### src/rtl/cache_pkg.sv
// Shared constants for the data-cache miss handling logic.
//  - MSHR geometry (entry count, index width) and address split.
//  - Per-entry MSHR state encoding (FREE / PEND / ISSUED).
package cache_pkg;

  localparam int N_MSHR     = 8;
  localparam int IDX_W      = 3;
  localparam int ADDR_W     = 32;
  localparam int LINE_OFF_W = 4;
  localparam int TAG_W      = ADDR_W - LINE_OFF_W;

  typedef logic [1:0] mshr_st_t;

  localparam mshr_st_t FREE   = 2'd0;
  localparam mshr_st_t PEND   = 2'd1;
  localparam mshr_st_t ISSUED = 2'd2;

endpackage

### src/rtl/rr_arb.sv
// Round-robin arbiter.
//  Picks the first asserted request at or after ptr, wrapping from N-1 back to 0.
//  N must be a power of two so the IDX_W-bit candidate index wraps naturally.
// Ports:
//  req      in   N       request vector
//  ptr      in   IDX_W   highest-priority position
//  gnt_idx  out  IDX_W   granted index (equals ptr when nothing requests)
//  any      out  1       at least one request asserted
module rr_arb #(
  parameter int N     = 8,
  parameter int IDX_W = $clog2(N)
) (
  input  logic [N-1:0]     req,
  input  logic [IDX_W-1:0] ptr,
  output logic [IDX_W-1:0] gnt_idx,
  output logic             any
);

  logic [IDX_W-1:0] cand;
  logic             found;

  always_comb begin
    gnt_idx = ptr;
    cand    = ptr;
    found   = 1'b0;
    for (int k = 0; k < N; k++) begin
      cand = ptr + IDX_W'(k);
      if (!found && req[cand]) begin
        gnt_idx = cand;
        found   = 1'b1;
      end
    end
  end

  assign any = |req;

endmodule

### src/rtl/mshr_ctrl.sv
// MSHR controller for the data cache.
//  Allocates an MSHR per missing line (merging misses to a line already
//  outstanding), round-robins line requests to memory and retires entries on
//  fill with a registered one-cycle pulse to the load/store queue.
// Ports:
//  clk, rst                      clock; asynchronous active-low reset
//  miss_valid/addr               miss from the cache
//  miss_ready/idx/merged         acceptance, assigned MSHR, merge indication
//  mem_req_valid/addr/id/ready   line request to memory
//  mem_resp_valid/id             fill from memory
//  mshr_fin/mshr_fin_idx         retire pulse to the lsq
//  mshr_full                     no FREE entry
//  proto_err                     sticky: fill for an entry that was not ISSUED
module mshr_ctrl
  import cache_pkg::*;
(
  input  logic              clk,
  input  logic              rst,
  input  logic              miss_valid,
  input  logic [ADDR_W-1:0] miss_addr,
  output logic              miss_ready,
  output logic [IDX_W-1:0]  miss_idx,
  output logic              miss_merged,
  output logic              mem_req_valid,
  output logic [ADDR_W-1:0] mem_req_addr,
  output logic [IDX_W-1:0]  mem_req_id,
  input  logic              mem_req_ready,
  input  logic              mem_resp_valid,
  input  logic [IDX_W-1:0]  mem_resp_id,
  output logic              mshr_fin,
  output logic [IDX_W-1:0]  mshr_fin_idx,
  output logic              mshr_full,
  output logic              proto_err
);

  mshr_st_t         state_q [N_MSHR];
  mshr_st_t         state_d [N_MSHR];
  logic [TAG_W-1:0] tag_q   [N_MSHR];
  logic [TAG_W-1:0] tag_d   [N_MSHR];
  logic [IDX_W-1:0] rr_ptr_q, rr_ptr_d;
  logic             fin_q, fin_d;
  logic [IDX_W-1:0] fin_idx_q, fin_idx_d;
  logic             proto_err_q, proto_err_d;

  logic [TAG_W-1:0]  miss_line;
  logic [N_MSHR-1:0] pend_vec, free_vec, hit_vec;
  logic [IDX_W-1:0]  merge_idx, free_idx;
  logic              merge_hit, retire_ok, alloc, issue_fire;

  assign miss_line = miss_addr[ADDR_W-1:LINE_OFF_W];
  assign retire_ok = mem_resp_valid && (state_q[mem_resp_id] == ISSUED);

  // The entry being retired this cycle is neither a merge target nor free,
  // so a same-line miss in that cycle allocates a fresh entry.
  always_comb begin
    pend_vec  = '0;
    free_vec  = '0;
    hit_vec   = '0;
    merge_idx = '0;
    free_idx  = '0;
    for (int i = 0; i < N_MSHR; i++) begin
      pend_vec[i] = (state_q[i] == PEND);
      free_vec[i] = (state_q[i] == FREE);
      hit_vec[i]  = (state_q[i] != FREE) && (tag_q[i] == miss_line) &&
                    !(retire_ok && (mem_resp_id == IDX_W'(i)));
    end
    // Descending scan leaves the lowest matching index; at most one hit exists.
    for (int i = N_MSHR - 1; i >= 0; i--) begin
      if (free_vec[i]) free_idx  = IDX_W'(i);
      if (hit_vec[i])  merge_idx = IDX_W'(i);
    end
  end

  assign merge_hit   = |hit_vec;
  assign mshr_full   = ~|free_vec;
  assign miss_ready  = merge_hit | ~mshr_full;
  assign miss_idx    = merge_hit ? merge_idx : free_idx;
  assign miss_merged = miss_valid & merge_hit;
  assign alloc       = miss_valid & ~merge_hit & ~mshr_full;

  rr_arb #(.N(N_MSHR), .IDX_W(IDX_W)) u_issue_arb (
    .req     (pend_vec),
    .ptr     (rr_ptr_q),
    .gnt_idx (mem_req_id),
    .any     (mem_req_valid)
  );

  assign mem_req_addr = {tag_q[mem_req_id], {LINE_OFF_W{1'b0}}};
  assign issue_fire   = mem_req_valid & mem_req_ready;

  // Allocate, issue and retire always target distinct entries (FREE, PEND,
  // ISSUED respectively), so applying them in sequence never conflicts.
  always_comb begin
    state_d     = state_q;
    tag_d       = tag_q;
    rr_ptr_d    = rr_ptr_q;
    if (alloc) begin
      state_d[free_idx] = PEND;
      tag_d[free_idx]   = miss_line;
    end
    if (issue_fire) begin
      state_d[mem_req_id] = ISSUED;
      rr_ptr_d            = mem_req_id + IDX_W'(1);
    end
    if (retire_ok) state_d[mem_resp_id] = FREE;
    fin_d       = retire_ok;
    fin_idx_d   = retire_ok ? mem_resp_id : fin_idx_q;
    proto_err_d = proto_err_q | (mem_resp_valid & ~retire_ok);
  end

  always_ff @(posedge clk or negedge rst) begin
    if (!rst) begin
      for (int i = 0; i < N_MSHR; i++) state_q[i] <= FREE;
      rr_ptr_q    <= '0;
      fin_q       <= 1'b0;
      fin_idx_q   <= '0;
      proto_err_q <= 1'b0;
    end else begin
      state_q     <= state_d;
      rr_ptr_q    <= rr_ptr_d;
      fin_q       <= fin_d;
      fin_idx_q   <= fin_idx_d;
      proto_err_q <= proto_err_d;
    end
  end

  // Tags are only meaningful while the entry is non-FREE; no reset needed.
  always_ff @(posedge clk) begin
    tag_q <= tag_d;
  end

  assign mshr_fin     = fin_q;
  assign mshr_fin_idx = fin_idx_q;
  assign proto_err    = proto_err_q;

endmodule

### config.mk
export PLATFORM = sky130hd
export DESIGN_NAME = mshr_ctrl
export DESIGN_NICKNAME = d
export VERILOG_FILES = /design/src/rtl/cache_pkg.sv /design/src/rtl/rr_arb.sv /design/src/rtl/mshr_ctrl.sv
export SDC_FILE = /design/constraint.sdc
export NUM_CORES = 1
export LEC_CHECK = 0
export CORE_AREA = 2 2 285 175
export CTS_CLUSTER_DIAMETER = 150
export DETAILED_ROUTE_END_ITERATION = 8
export DIE_AREA = 0 0 287 177
export SYNTH_ARGS = -nofsm -noshare
export SYNTH_HDL_FRONTEND = slang
export SYNTH_HIERARCHICAL = 1
export SYNTH_SLANG_ARGS = --single-unit
### constraint.sdc
create_clock -name clk -period 6.9 [get_ports clk]
set_clock_uncertainty 0.05 [all_clocks]
set_input_delay 2.07 -clock clk [delete_from_list [all_inputs] [get_ports clk]]
set_output_delay 2.07 -clock clk [all_outputs]
set_load 0.01 [all_outputs]
==> impl_metrics.json <==
{
  "status": "finished clean",
  "criticalPathCategory": "input pin to primary output",
  "grt.total_usage": 0.180,
  "rsz0062_at_grt": "yes",
  "rows": 63,
  "min_from": "proto_err",
  "ff_latch_area_um2": 7330,
  "clock_sinks": 248,
  "setup_viol": 0,
  "layout_common_cells": "224 x edfxtp_1, 188 x buf_4, 126 x xor2_1",
  "startpoint_type": "input pin",
  "synth_seq_cells": 248,
  "grt_overflow_total": 0,
  "fmax_ghz": 0.146,
  "io_pins": 87,
  "ys.flop_type": "edfxtp_1",
  "gp_congestion": 0.881,
  "timing.rr.start": "rr_ptr_q[0]",
  "syn_area_um2": 13800,
  "cts_buffers": 26,
  "fin_crit_ps": 6850,
  "r2r_cells": 16,
  "start_util": 0.286,
  "die_w_um": 287,
  "grt_max_degree": 31,
  "clockBufferDepth": 3,
  "arrival_ps": 4730,
  "antenna_found_initial": 3,
  "min_path_cells": 1,
  "wl_per_cell_um": 24.5,
  "syn_avg_cell_area_um2": 14.1,
  "synth_top_family_by_area": "multiplexers",
  "tritoncts": "built",
  "die_h_um": 177,
  "hpwl_mm": 32.8,
  "htree_levels": 1,
  "worstPathRequired_ps": 4780,
  "relSlewSlack": 0.504,
  "ant_nets": 0,
  "r2r_setup_slack_ps": 2850,
  "synthMuxAreaShare": 0.156,
  "nNetsFinal": 1303,
  "synth_edf_count": 224,
  "crit_path_end_kind": "primary output",
  "multi_input_area_um2": 6560,
  "cp_max_fo": 9,
  "die_area_um2": 50800,
  "reg2reg_to": "state_q[10]",
  "synth-simple-area-share": 0.0828,
  "grt_pass1_vias": 9651,
  "root_buffer": "clkbuf_16",
  "yosysSeqAreaShare": 0.530,
  "synthAdderAreaFrac": 0.00272,
  "cts_hold_buf": 0,
  "maxSlewViolCount": 0,
  "tightest_slew_ps": 741,
  "grt_pass1_wl_mm": 66.5,
  "core_area_um2": 48400,
  "hold_viol_final": 0,
  "min_path_type": "flip-flop to flip-flop",
  "synthCells": 978,
  "clk_pin_slew_ps": 70,
  "fillers": 4563,
  "worstHoldEndpoint": "proto_err",
  "area_growth_pct": 34.0,
  "finalWirelength_mm": 47.2,
  "synth_compound_area_frac": 0.0458,
  "drt_iter0_drc": 1229,
  "portBuffers": 78,
  "hold_slack_ps": 414,
  "mostFrequentLayoutCell": "edfxtp_1",
  "first_pass_iters": 5,
  "synth_warnings": 6,
  "worstSkewPairLatency_ps": 550,
  "synthArstFlopShare": 0.0968,
  "vias": 9964,
  "drc": 0,
  "max-cap-violations": 0,
  "drive_gt1_frac": 0.371,
  "period_share": 0.992,
  "avgViaCountPerCell": 5.16,
  "synth_cell_types": 70,
  "synth-xor-area-share": 0.149
}
## worst max-delay path, stage by stage
cell and delay, ps:
clkdlybuf4s50_1 450, buf_4 180, xor2_1 190, nor4_1 240, nand4_1 270, or2_4 310, buf_4 140, o21bai_4 170
a221oi_4 300, o21ai_2 130, o41ai_4 80, buf_2 200
## how the worst max path moves through the flow
stage | from | slack, ps | endpoint
floorplan | mem_resp_id[2] | 410 | tag_q[28]
global placement | miss_addr[14] | -740 | miss_idx[2]
detailed placement | miss_addr[14] | -730 | miss_idx[2]
CTS | miss_addr[20] | -80 | miss_idx[2]
global route | rr_ptr_q[0] | -30 | mem_req_addr[7]
finish | miss_addr[6] | 50 | miss_idx[0]
## cells by family (layout without fill, tap and decap cells)
family	after synthesis	in the layout
muxes	115	115
buffers and inverters	76	374
xor gates and xnor gates	229	229
other	1	5
AOI/OAI and AO/OA	91	91
and+or+nand+nor	215	215
DFF	248	248
adders and majority gates	3	3
## layout make-up
cell class / count / share of cell area
Clock buffer: 31 / 0.0373
Sequential cell: 248 / 0.396
Timing Repair Buffer: 314 / 0.159
Antenna cell: 1 / 0.000135
Clock inverter: 16 / 0.00682
Multi-Input combinational cell: 657 / 0.354
Tap cell: 650 / 0.0439
Inverter: 13 / 0.00264
## synthesized netlist by cell type (all sizes together) (3+ instances only)
library cell	instances	area, um^2
edfxtp	224	6730
xor2	127	1110
xnor2	102	942
mux4	72	1640
buf	50	359
nor2	47	176
nand4	37	231
nor4	37	231
mux2	34	387
nand2	28	105
dfrtp	24	601
a21oi	21	105
nor3	18	90.1
o21ai	15	78.8
clkbuf	13	48.8
inv	12	45.0
nand3	10	50.1
o22ai	10	75.1
mux2i	9	131
nor2b	9	56.3
a31oi	7	43.8
a21o	6	45.0
a22oi	4	30.0
nand2b	4	25.0
or2	4	25.0
a32oi	3	26.3
and2	3	18.8
and3	3	18.8
ha	3	37.5
nand3b	3	22.5
nor3b	3	22.5
or4	3	22.5
## sequential cells by signal, summed over array words and instances (netlist names)
name	cells
mshr_fin	1
tag_q	224
proto_err	1
mshr_fin_idx	3
state_q	16
rr_ptr_q	3
## routing by layer
layer	vias up	GRT usage	wire, um
met2	491	0.254	19900
met5	-	0	99
met3	46	0.0647	5540
li1	4320	-	-
met1	5105	0.269	21200
met4	2	0.0193	487
## what timing repair did
| item | in CTS | in global routing |
|---|---|---|
| setup endpoints to repair | 33 | 32 |
| buffers inserted | 14 | 33 |
| gates resized for setup | 87 | 102 |
| gates cloned | 2 | 3 |
| pin swaps | 22 | 36 |
## per-stage QoR
step           cell area (um^2)  std cells  utilization  TNS, ps  worst slack (ps)
3_3_place_gp              16600       1830        0.344    -3520              -743
3_5_place_dp              16600       1830        0.344    -3480              -728
2_1_floorplan             13800        981            -        0               405
5_1_grt                   18500       1930        0.383     -282             -33.0
4_1_cts                   17900       1893        0.369    -75.6             -75.6
6_report                  18500       1930        0.383        0              53.2
Power is left out: the tool's default activity adds up to more than one toggle a clock period on the data nets, which glitch-free logic cannot reach.
